$ cat src/rtl/rca_nibble_seq_if.sv
// ---------------------------------------------------------------------------
// Module      : rca_nibble_seq_if
// Description : Requester-side handshake and operand/result bundle for the
//               slice-serial adder sequencer.
// Revision    : 1.0  initial release
// ---------------------------------------------------------------------------
`default_nettype none

interface rca_nibble_seq_if #(
    parameter int WIDTH = 32
) ();
    logic             start;
    logic             abort;
    logic [WIDTH-1:0] a;
    logic [WIDTH-1:0] b;
    logic             ci;
    logic             busy;
    logic             done;
    logic [WIDTH-1:0] s;
    logic             co;

    modport master (
        output start, abort, a, b, ci,
        input  busy, done, s, co
    );

    modport slave (
        input  start, abort, a, b, ci,
        output busy, done, s, co
    );
endinterface

`default_nettype wire

$ cat src/rtl/rca_nibble_seq.sv
// ---------------------------------------------------------------------------
// Module      : rca_nibble_seq
// Description : Computes a WIDTH-bit a+b+ci over NSL cycles through one
//               SLICE-bit ripple-carry slice, least-significant slice first.
// Revision    : 1.0  initial release
// ---------------------------------------------------------------------------
`default_nettype none

module rca_slice #(
    parameter int W = 4
) (
    input  wire logic [W-1:0] i_a,
    input  wire logic [W-1:0] i_b,
    input  wire logic         i_ci,
    output logic      [W-1:0] o_sum,
    output logic              o_co
);
    logic [W:0] w_c;

    assign w_c[0] = i_ci;

    generate
        for (genvar i = 0; i < W; i++) begin : g_fa
            assign o_sum[i]   = i_a[i] ^ i_b[i] ^ w_c[i];
            assign w_c[i + 1] = (i_a[i] & i_b[i]) | (w_c[i] & (i_a[i] ^ i_b[i]));
        end
    endgenerate

    assign o_co = w_c[W];
endmodule

module rca_nibble_seq #(
    parameter int WIDTH = 32,
    parameter int SLICE = 4
) (
    input  wire logic         clk,
    input  wire logic         reset_n,
    rca_nibble_seq_if.slave   bus
);
    localparam int NSL = WIDTH / SLICE;
    localparam int CW  = (NSL > 1) ? $clog2(NSL) : 1;
    localparam logic [CW-1:0] C_CNT_LAST = CW'(NSL - 1);

    typedef enum logic [1:0] {
        ST_IDLE = 2'd0,
        ST_RUN  = 2'd1,
        ST_DONE = 2'd2
    } state_t;

    state_t           state_q, state_d;
    logic [CW-1:0]    cnt_q, cnt_d;
    logic             carry_q, carry_d;
    logic [WIDTH-1:0] a_q, a_d;
    logic [WIDTH-1:0] b_q, b_d;
    logic [WIDTH-1:0] s_q, s_d;
    logic             co_q, co_d;
    logic             busy_q, busy_d;
    logic             done_q, done_d;

    logic [SLICE-1:0] w_a_sl;
    logic [SLICE-1:0] w_b_sl;
    logic [SLICE-1:0] w_sum_sl;
    logic             w_c_sl;

    always_comb begin
        w_a_sl = a_q[cnt_q * SLICE +: SLICE];
        w_b_sl = b_q[cnt_q * SLICE +: SLICE];
    end

    rca_slice #(.W(SLICE)) u_rca4 (
        .i_a   (w_a_sl),
        .i_b   (w_b_sl),
        .i_ci  (carry_q),
        .o_sum (w_sum_sl),
        .o_co  (w_c_sl)
    );

    always_comb begin
        state_d = state_q;
        cnt_d   = cnt_q;
        carry_d = carry_q;
        a_d     = a_q;
        b_d     = b_q;
        s_d     = s_q;
        co_d    = co_q;

        case (state_q)
            ST_RUN: begin
                // Abort takes priority even over the final slice: no done pulse.
                if (bus.abort) begin
                    state_d = ST_IDLE;
                    cnt_d   = '0;
                    s_d     = '0;
                    co_d    = 1'b0;
                end else begin
                    s_d[cnt_q * SLICE +: SLICE] = w_sum_sl;
                    carry_d = w_c_sl;
                    if (cnt_q == C_CNT_LAST) begin
                        co_d    = w_c_sl;
                        cnt_d   = '0;
                        state_d = ST_DONE;
                    end else begin
                        cnt_d = cnt_q + CW'(1);
                    end
                end
            end
            default: begin
                if (bus.start) begin
                    a_d     = bus.a;
                    b_d     = bus.b;
                    carry_d = bus.ci;
                    cnt_d   = '0;
                    s_d     = '0;
                    co_d    = 1'b0;
                    state_d = ST_RUN;
                end else begin
                    state_d = ST_IDLE;
                end
            end
        endcase

        busy_d = (state_d == ST_RUN);
        done_d = (state_d == ST_DONE);
    end

    always_ff @(posedge clk or negedge reset_n) begin
        if (!reset_n) begin
            state_q <= ST_IDLE;
            cnt_q   <= '0;
            carry_q <= 1'b0;
            a_q     <= '0;
            b_q     <= '0;
            s_q     <= '0;
            co_q    <= 1'b0;
            busy_q  <= 1'b0;
            done_q  <= 1'b0;
        end else begin
            state_q <= state_d;
            cnt_q   <= cnt_d;
            carry_q <= carry_d;
            a_q     <= a_d;
            b_q     <= b_d;
            s_q     <= s_d;
            co_q    <= co_d;
            busy_q  <= busy_d;
            done_q  <= done_d;
        end
    end

    assign bus.busy = busy_q;
    assign bus.done = done_q;
    assign bus.s    = s_q;
    assign bus.co   = co_q;
endmodule

`default_nettype wire
$ cat src/flat_wrapper.sv
// flat-port wrapper written by rule: the top's interface ports become plain ports
module rca_nibble_seq_flat 
#(
    parameter int WIDTH = 32,
    parameter int SLICE = 4
)
  (clk, reset_n, bus_start, bus_abort, bus_a, bus_b, bus_ci, bus_busy, bus_done, bus_s, bus_co);
  rca_nibble_seq_if #(.WIDTH(WIDTH)) bus_i ();
  input  wire logic clk;
  input  wire logic reset_n;
  input wire logic [$bits(bus_i.start)-1:0] bus_start;
  input wire logic [$bits(bus_i.abort)-1:0] bus_abort;
  input wire logic [$bits(bus_i.a)-1:0] bus_a;
  input wire logic [$bits(bus_i.b)-1:0] bus_b;
  input wire logic [$bits(bus_i.ci)-1:0] bus_ci;
  output wire logic [$bits(bus_i.busy)-1:0] bus_busy;
  output wire logic [$bits(bus_i.done)-1:0] bus_done;
  output wire logic [$bits(bus_i.s)-1:0] bus_s;
  output wire logic [$bits(bus_i.co)-1:0] bus_co;
  assign bus_i.start = bus_start;
  assign bus_i.abort = bus_abort;
  assign bus_i.a = bus_a;
  assign bus_i.b = bus_b;
  assign bus_i.ci = bus_ci;
  assign bus_busy = bus_i.busy;
  assign bus_done = bus_i.done;
  assign bus_s = bus_i.s;
  assign bus_co = bus_i.co;
  rca_nibble_seq #(.WIDTH(WIDTH), .SLICE(SLICE)) u_core (.clk(clk), .reset_n(reset_n), .bus(bus_i));
endmodule
$ cat config.mk
export PLATFORM = sky130hd
export DESIGN_NAME = rca_nibble_seq_flat
export DESIGN_NICKNAME = d
export VERILOG_FILES = /design/src/rtl/rca_nibble_seq_if.sv /design/src/rtl/rca_nibble_seq.sv /design/src/flat_wrapper.sv
export SDC_FILE = /design/constraint.sdc
export NUM_CORES = 1
export LEC_CHECK = 0
export CAP_MARGIN = 10
export CORE_MARGIN = 10
export CORE_UTILIZATION = 38
export CTS_BUF_LIST = sky130_fd_sc_hd__clkbuf_16
export DETAILED_ROUTE_END_ITERATION = 6
export PLACE_DENSITY = 0.67
export SETUP_SLACK_MARGIN = 0.5
export SLEW_MARGIN = 20
export SYNTH_ARGS = -nofsm -noshare
export SYNTH_HDL_FRONTEND = slang
export SYNTH_SLANG_ARGS = --single-unit
$ cat constraint.sdc
create_clock -name clk -period 5.55 [get_ports clk]
set_input_delay 1.3875 -clock clk [delete_from_list [all_inputs] [get_ports clk]]
set_output_delay 1.3875 -clock clk [all_outputs]
set_load 0.01 [all_outputs]
======== Word-level counts from Yosys, hierarchy flattened ========
Cells that the tools add are included.
storage, ports and cells
  flip-flop bits (word level) ............. 105
  latch bits .............................. 0
  RAM bits ................................ 0
  bits in read-only memories .............. 0
  memories ................................ 0
operators by class
  $add $sub $neg .......................... 2
  multiply operators ...................... 0
  divide/modulo/power cells ............... 0
  order comparisons ....................... 0
  equal/unequal tests ..................... 6
  shifts and indexed selects .............. 4
  multiplexer cells ....................... 19
  bitwise gates (word level) .............. 21
  reduce and logical (&&, ||, !) cells .... 4
operators with widths
  kind                                                                     number
  32-bit 2-to-1 mux                                                        3
  32-bit by 6-bit variable part select with 4-bit output                   2
  5-bit negation with 34-bit output                                        1
  4-bit by 34-bit variable shift with 32-bit output, first input constant  1
  4-bit by 34-bit variable part select with 32-bit output                  1
  32-bit bitwise mux                                                       1
  3-bit 2-to-1 mux                                                         4
  1-bit AND                                                                8
  1-bit 2-to-1 mux                                                         8
  1-bit XOR                                                                8
  2-bit 2-to-1 mux                                                         3
  2-bit AND reduction                                                      3
  2-bit by 1-bit == test with 1-bit output, second input constant          2
  1-bit bitwise OR                                                         4
  3-bit by 1-bit adder with 3-bit output, second input constant            1
  3-bit == test, second input constant                                     1
  3-bit by 2-bit != test with 1-bit output, second input constant          1
  2-bit == test, second input constant                                     1
  2-bit != test, second input constant                                     1
  2-bit nonzero test                                                       1
  1-bit NOT                                                                1

======== Depth between registers and ports, before layout ========
Gate-level depths: netlist (run 1).
  word-level depth ........................ 13
  mapped depth ............................ 13
  gate-level depth less buffers ........... 11

======== Hierarchy ========
A second synthesis (run 1) with hierarchy kept.
second synthesis, totals
  cells, all modules ...................... 333
  area, all modules ....................... 4779.6 µm²
by module, submodules not included
  module          times used  cells each  area each (µm²)  seq. area each (µm²)
  rca_nibble_seq  1           319         4662.0           2627.5
  rca_slice       1           14          117.6            0.0

======== Least setup slack after synthesis (run 1) ========
No wires, ideal clock.
  path kind ............................... flip-flop to flip-flop
  from .................................... register u_core.cnt_q[0]
  to ...................................... register u_core.s_q[3], in the netlist u_core.bus.s[3]
  library setup time ...................... 0.083 ns
  data arrival time ....................... 2.962 ns
  setup slack ............................. 2.505 ns
  stages on the path, launching flop included .. 12
  buffers on the path ..................... 2
  period minus slack after synthesis ...... 3.045 ns
  cell sequence ........................... dfrtp_1 -> buf_2 -> mux4_2 -> mux2i_1 -> fa_1 -> inv_1 -> fa_1 -> inv_1 -> fa_1 -> fa_1 -> buf_1 -> o21ai_0
between the ends
  longest elaborated chain between the ends .. 13
  elaborated cells between the ends (all ways) .. 25
  those cells by class .................... 1 x add/sub; 4 x shift; 3 x mux; 17 x bitwise
RTL lines
  what                                                                              line                                        text
  start: declaration                                                                rca_nibble_seq.sv:51                        logic [CW-1:0] cnt_q, cnt_d;
  start signal: assignment                                                          rca_nibble_seq.sv:139                       cnt_q <= cnt_d;
  32-bit by 6-bit variable part select with 4-bit output, on equally long branches  rca_nibble_seq.sv:66, rca_nibble_seq.sv:67
  1-bit XOR                                                                         rca_nibble_seq.sv:24, rca_nibble_seq.sv:25
  1-bit AND                                                                         rca_nibble_seq.sv:25                        assign w_c[i + 1] = (i_a[i] & i_b[i]) | (w_c[i] & (i_a[i] ^ i_b[i]));
  1-bit bitwise OR                                                                  rca_nibble_seq.sv:25
  1-bit AND                                                                         rca_nibble_seq.sv:25
  1-bit bitwise OR                                                                  rca_nibble_seq.sv:25
  1-bit AND                                                                         rca_nibble_seq.sv:25
  1-bit bitwise OR                                                                  rca_nibble_seq.sv:25
  1-bit XOR                                                                         rca_nibble_seq.sv:24                        assign o_sum[i] = i_a[i] ^ i_b[i] ^ w_c[i];
  4-bit by 34-bit variable part select with 32-bit output                           rca_nibble_seq.sv:96                        s_d[cnt_q * SLICE +: SLICE] = w_sum_sl;
  32-bit bitwise mux *                                                              rca_nibble_seq.sv:96
  32-bit 2-to-1 mux *                                                               rca_nibble_seq.sv:90                        if (bus.abort) begin
  32-bit 2-to-1 mux *                                                               rca_nibble_seq.sv:87                        case (state_q)
  end signal: assignment                                                            rca_nibble_seq.sv:133                       s_q <= '0;
  end signal: assignment                                                            rca_nibble_seq.sv:143                       s_q <= s_d;
  end: declaration                                                                  rca_nibble_seq.sv:55                        logic [WIDTH-1:0] s_q, s_d;
Every way passes the cells marked *; elsewhere a longest branch is shown, timed or not.
A chain may end at the register's enable or synchronous reset.

======== Final worst setup path (run 1) ========
  from .................................... register u_core.cnt_q[1]
  to ...................................... register u_core.s_q[3], in the netlist u_core.bus.s[3]
The elaborated chain is that of the path after synthesis.

==> results.py, run 1 <==
metrics = {
    "placed_design": {
        "placed_cells": 584,
        "place.port_buffers": 103,
        "place.detailed.hpwl_mm": 8.36,
        "place.gp.congestion": 0.799,
    },
    "synthesis": {
        "synth_seq_cells": 105,
        "netlist_area_um2": 4930,
        "synth_ff_type": "dfrtp_1",
        "synth_seq_area_share": 0.533,
        "syn-num-nets": 403,
        "synth_top_cell_by_area": "dfrtp_1",
        "syn_avg_cell_area_um2": 15.3,
        "yosysMostFrequentCell": "dfrtp_1",
        "async_flop_share": 1.00,
        "synth_edf_count": 0,
        "netlist_top_cells_area": "dfrtp_1 (53%), mux2_4 (12%), mux4_2 (7.3%), mux2_2 (5.9%), o2bb2ai_1 (4.8%)",
        "yosys_warnings": 0,
        "ys_types": 35,
        "synth.top_cell.area_share": 0.533,
        "synth_common_cells": "dfrtp_1 (105), mux2_4 (39), o2bb2ai_1 (27), mux2_2 (26), mux4_2 (16)",
        "syn_inst": 323,
    },
    "worst_setup_path": {
        "crit_path_max_fanout": 23,
        "crit_required_ps": 5760,
        "worstRegToRegCells": 9,
        "critical_path_buf_inv_count": 2,
        "reg2reg_to": "u_core.bus.s[3]",
        "max_stage_delay_ps": 1000,
        "r2r-start": "u_core.cnt_q[1]",
        "arrival_ps": 3740,
        "cpMaxStageDelayCell": "dfrtp_1",
        "worstPathCellList": "mux4_2, mux2i_1, fa_1, inv_1, fa_1, inv_1, fa_1, fa_1, o21ai_0",
        "crit_type": "reg -> reg",
        "critPathTopFamily": "adder cells",
        "cp_common_cell": "fa_1",
        "end_kind": "flip-flop",
        "start_kind": "flip-flop",
        "regToRegSetupSlack_ps": 2020,
    },
    "clock_network": {
        "clock_latency_ps": 350,
        "clockBufferDepth": 2,
        "cts_resized": 0,
        "root_buffer": "clkbuf_16",
        "clk_pin_slew_ps": 60,
        "hold_buffers": 0,
        "clock-sinks": 105,
        "cts_buffers": 9,
        "htree_levels": 3,
        "cts_tree": "yes",
        "cts_setup_buffers": 0,
    },
    "die": {
        "rows": 41,
        "die_y_um": 134,
        "die_w_um": 134,
        "fp.dieArea_um2": 17900,
        "start_util": 0.389,
        "io_pins": 104,
        "core_area_um2": 12700,
    },
    "sta": {
        "period_share": 0.636,
        "relSlewSlack": 0.279,
        "worst_pin_slew_ps": 1080,
        "setup_violations": 0,
        "timing.hold.ws_ps": 488,
        "tns_ps": 0,
        "fmax_mhz": 283,
        "hold_viol": 0,
        "rsz0062_at_grt": "no",
        "fin_skew_ps": 6.24,
        "maxSlewViolCount": 0,
        "period_minus_slack_ps": 3530,
    },
    "layout": {
        "antenna_cells": 0,
        "final_util": 0.505,
        "fin_cells": 599,
        "layout.nets": 503,
        "drive_above_1_share": 0.265,
        "area_growth_syn_to_layout_pct": 29.9,
    },
    "drt": {
        "drc": 0,
        "vias": 3018,
        "detail_route.wl_per_cell_um": 18.9,
        "drtIter0Drc": 201,
        "ant_nets": 0,
        "routed_wl_mm": 11.3,
        "via_per_inst": 5.04,
        "dr.pass1.iters": 4,
    },
    "global_route": {
        "grt_pass1_wl_mm": 18.2,
        "antenna_found_initial": 0,
        "grt-ovfl-total": 0,
        "grt_pass1_vias": 3353,
        "grt_max_degree": 67,
        "grtUsageTotal": 0.129,
    },
    "job": {
        "cap_viol_max_count": 0,
    },
    "min_path": {
        "min_to": "u_core.bus.s[7]",
        "holdCritStartpoint": "u_core.bus.s[7]",
        "hold_depth": 1,
        "hold_class": "reg -> reg",
    },
    "power_and_ir_drop": {
        "power.density_nw_per_um2": 365,
        "p_leak_nw": 2.77,
        "p_int_mw": 1.66,
        "seqPwrFrac": 0.414,
        "swShare": 0.288,
        "power_frac_comb": 0.285,
        "irDropWorstVdd_mv": 0.176,
        "pwr-share-clk": 0.300,
        "p_switching_mw": 0.672,
    },
    "run_status": {
        "status": "completed",
    },
}
==> sequential cells by signal, summed over array words and instances (netlist names) <==
register	flops
u_core.a_q	32
u_core.b_q	32
u_core.bus.s	32
u_core.cnt_q	3
u_core.state_q	2
u_core.bus.busy	1
u_core.bus.co	1
u_core.bus.done	1
u_core.carry_q	1
==> cell families after synthesis <==
group,Yosys count,synth area share
flops,105,0.533
mux,89,0.268
compound gates,48,0.0800
simple gates,44,0.0543
buf+inv,26,0.0310
fa+ha+maj,11,0.0340
==> metrics by stage <==
stage	power (mW)	worst slack, ps	cell area [µm²]
4_1_cts	2.36	2000	6400
5_1_grt	2.46	1830	6400
3_5_place_dp	1.66	2040	6080
3_3_place_gp	1.64	2120	6080
6_report	2.34	2020	6400
2_1_floorplan	1.42	2510	4930
==> worst register-to-register path: stages (launching register included) <==
cell     delay (ps)
dfrtp_1        1000
mux4_2          370
mux2i_1         100
fa_1            390
inv_1            70
fa_1            160
inv_1            50
fa_1            390
fa_1            710
o21ai_0         160
==> layout make-up <==
type / instances / area, µm²
Tap cell: 172 / 215
Fill cell: 1120 / 6270
Timing Repair Buffer: 105 / 1040
Inverter: 10 / 37.5
Clock buffer: 9 / 225
Multi-Input combinational cell: 192 / 2150
Clock inverter: 6 / 101
Sequential cell: 105 / 2630
==> how the worst max path moves through the flow <==
stage / startpoint / slack [ps] / depth (start not counted) / end
finish: u_core.cnt_q[1] / 2020 / 9 / u_core.bus.s[3]
global route: u_core.cnt_q[1] / 1830 / 9 / u_core.bus.s[3]
CTS: u_core.cnt_q[1] / 2000 / 9 / u_core.bus.s[3]
detailed placement: u_core.cnt_q[1] / 2040 / 9 / u_core.bus.s[3]
global placement: u_core.cnt_q[1] / 2120 / 9 / u_core.bus.s[3]
floorplan: u_core.cnt_q[0] / 2510 / 11 / u_core.bus.s[3]
==> power groups by stage <==
stage | Sequential [mW] | Combinational, mW | Clock [mW]
global placement | 0.978 | 0.664 | 0
floorplan | 0.945 | 0.473 | 0
global route | 0.986 | 0.724 | 0.747
finish | 0.968 | 0.667 | 0.702
detailed placement | 0.982 | 0.675 | 0
CTS | 0.968 | 0.677 | 0.718
==> layout by cell type (no fill, tap or decap), types with 4 or more instances in the layout <==
master / count
nand4_1: 4
clkbuf_16: 9
fa_1: 4
o2bb2ai_1: 27
mux2_4: 39
ha_1: 7
clkdlybuf4s50_1: 102
mux2_2: 26
nor2_1: 6
a21oi_2: 7
inv_1: 12
nand3_1: 9
mux2i_1: 8
mux4_2: 16
nand2_1: 11
o21ai_0: 9
dfrtp_1: 105
==> routing by layer <==
metal / up-vias / track usage / share of wire
met1: 1514 / 0.165 / 0.46
li1: 1397 / - / -
met2: 90 / 0.195 / 0.46
met4: 0 / 0.0580 / 0.023
met5: - / 0 / 0
met3: 17 / 0.0403 / 0.064
(Power assumes the default switching activity.)
==> inputs of run 2 (changes only) <==
==> constraint.sdc (replaced) <==
create_clock -name clk -period 3.6 [get_ports clk]
set_input_delay 0.9 -clock clk [delete_from_list [all_inputs] [get_ports clk]]
set_output_delay 0.9 -clock clk [all_outputs]
set_load 0.01 [all_outputs]
==> run 2 against run 1 <==
  * Global-route usage grew 0.48 points
  * Die area is the same
  * Sequential power grew 54%
  * Wire length grew 4.9%
  * Worst setup slack lost 1300 ps
  * Clock skew grew 2.0 ps
  * Critical path type unchanged
  * Register-to-register slack lost 1300 ps
==> results.py, run 2 (synthesized netlist as in run 1, its figures left out) <==
metrics = {
    "clock_network": {
        "clk_pin_slew_ps": 70,
        "clock-sinks": 105,
        "root_buffer": "clkbuf_16",
        "clock_latency_ps": 340,
        "hold_buffers": 0,
        "cts_tree": "yes",
        "clockBufferDepth": 2,
        "htree_levels": 3,
        "cts_buffers": 9,
    },
    "placed_design": {
        "place.gp.congestion": 0.780,
        "place.detailed.hpwl_mm": 8.93,
        "dpl-instance-area_um2": 6140,
        "place.port_buffers": 103,
        "placed_cells": 589,
        "place_ws_ps": 507,
    },
    "worst_setup_path": {
        "crit_type": "reg -> reg",
        "arrival_ps": 3150,
        "start_kind": "flip-flop",
        "end_kind": "flip-flop",
        "crit_required_ps": 3820,
        "crit_path_max_fanout": 10,
    },
    "drt": {
        "vias": 3072,
        "drtIter0Drc": 130,
        "ant_nets": 0,
        "routed_wl_mm": 11.9,
        "dr.pass1.iters": 4,
        "via_per_inst": 5.08,
        "detail_route.wl_per_cell_um": 19.6,
        "drc": 0,
    },
    "die": {
        "die_w_um": 134,
        "start_util": 0.389,
        "fp.dieArea_um2": 17900,
        "die_y_um": 134,
        "io_pins": 104,
        "rows": 41,
        "core_area_um2": 12700,
    },
    "global_route": {
        "antenna_found_initial": 0,
        "grt-ovfl-total": 0,
        "grt_pass1_wl_mm": 19.1,
        "grt_max_degree": 55,
        "grtUsageTotal": 0.133,
        "grt_pass1_vias": 3438,
    },
    "sta": {
        "maxSlewViolCount": 0,
        "period_share": 0.814,
        "rsz0062_at_grt": "no",
        "fmax_mhz": 341,
        "fin_skew_ps": 8.24,
        "period_minus_slack_ps": 2930,
        "worst_pin_slew_ps": 669,
        "setup_violations": 0,
        "timing.hold.ws_ps": 494,
        "layout_setup_ws_ps": 670,
        "tns_ps": 0,
        "hold_viol": 0,
        "relSlewSlack": 0.554,
    },
    "layout": {
        "multi_input_area_um2": 2160,
        "stdcell_area_um2": 6410,
        "final_util": 0.506,
        "antenna_cells": 0,
        "final_common_cell": "dfrtp_1",
        "layout.nets": 508,
        "nFillCells": 1120,
        "layout_common_cells": "dfrtp_1 (103), clkdlybuf4s50_1 (102), mux2_4 (39)",
        "seqCellArea_um2": 2630,
        "fin_cells": 605,
        "drive_above_1_share": 0.284,
        "area_growth_syn_to_layout_pct": 30.1,
    },
    "power_and_ir_drop": {
        "p_leak_nw": 2.77,
        "power.density_nw_per_um2": 537,
        "finalPower_mw": 3.44,
        "irDropWorstVdd_mv": 0.287,
    },
    "job": {
        "cap_viol_max_count": 0,
    },
    "min_path": {
        "hold_class": "reg -> reg",
    },
    "run_status": {
        "status": "completed",
    },
}
## run 2: what timing repair did
item / 4_1_cts / 5_1_grt
setup endpoints to repair: 1 / 8
buffers inserted: 0 / 0
gates resized for setup: 2 / 3
## run 2: layer usage
layer  track usage  wire length, µm  share of wire  vias to the layer above
met5             0                0              0                        -
met4        0.0417              148          0.012                        0
met3        0.0411              773          0.065                       15
met2         0.218             5690           0.48                       90
met1         0.165             5280           0.44                     1553
li1              -                -              -                     1414
## run 2: cell type report
class	instances	area share
multi-input combinational	192	0.336
tap	172	0.0336
clock inverter	7	0.00624
inverter	10	0.00585
sequential	105	0.410
clock buffer	9	0.0351
timing repair buffer	110	0.173
## run 2: power by group
group	switching, mW	internal [mW]
Sequential	0.126	1.37
Combinational	0.516	0.551
Clock	0.420	0.463
Total	1.06	2.38
## run 2: worst paths after layout
path / endpoint / slack (ps) / cells past startpoint / from
setup / recovery: u_core.bus.s[3] / 670 / 9 / u_core.cnt_q[2]
hold / removal: u_core.bus.s[29] / 490 / 1 / u_core.bus.s[29]
setup reg to reg: u_core.bus.s[3] / 670 / 9 / u_core.cnt_q[2]
hold reg to reg: u_core.bus.s[29] / 490 / 1 / u_core.bus.s[29]
max in group asynchronous: u_core.cnt_q[1] / 2270 / 2 / reset_n
min in group asynchronous: u_core.bus.s[8] / 590 / 1 / reset_n
## run 2: critical path, stage by stage, from the launching register on
cell and delay, ps:
dfrtp_1 540, inv_2 210, mux2i_1 180, fa_1 410, inv_1 80, fa_1 160
inv_1 50, fa_1 390, fa_2 660, o21ai_1 110
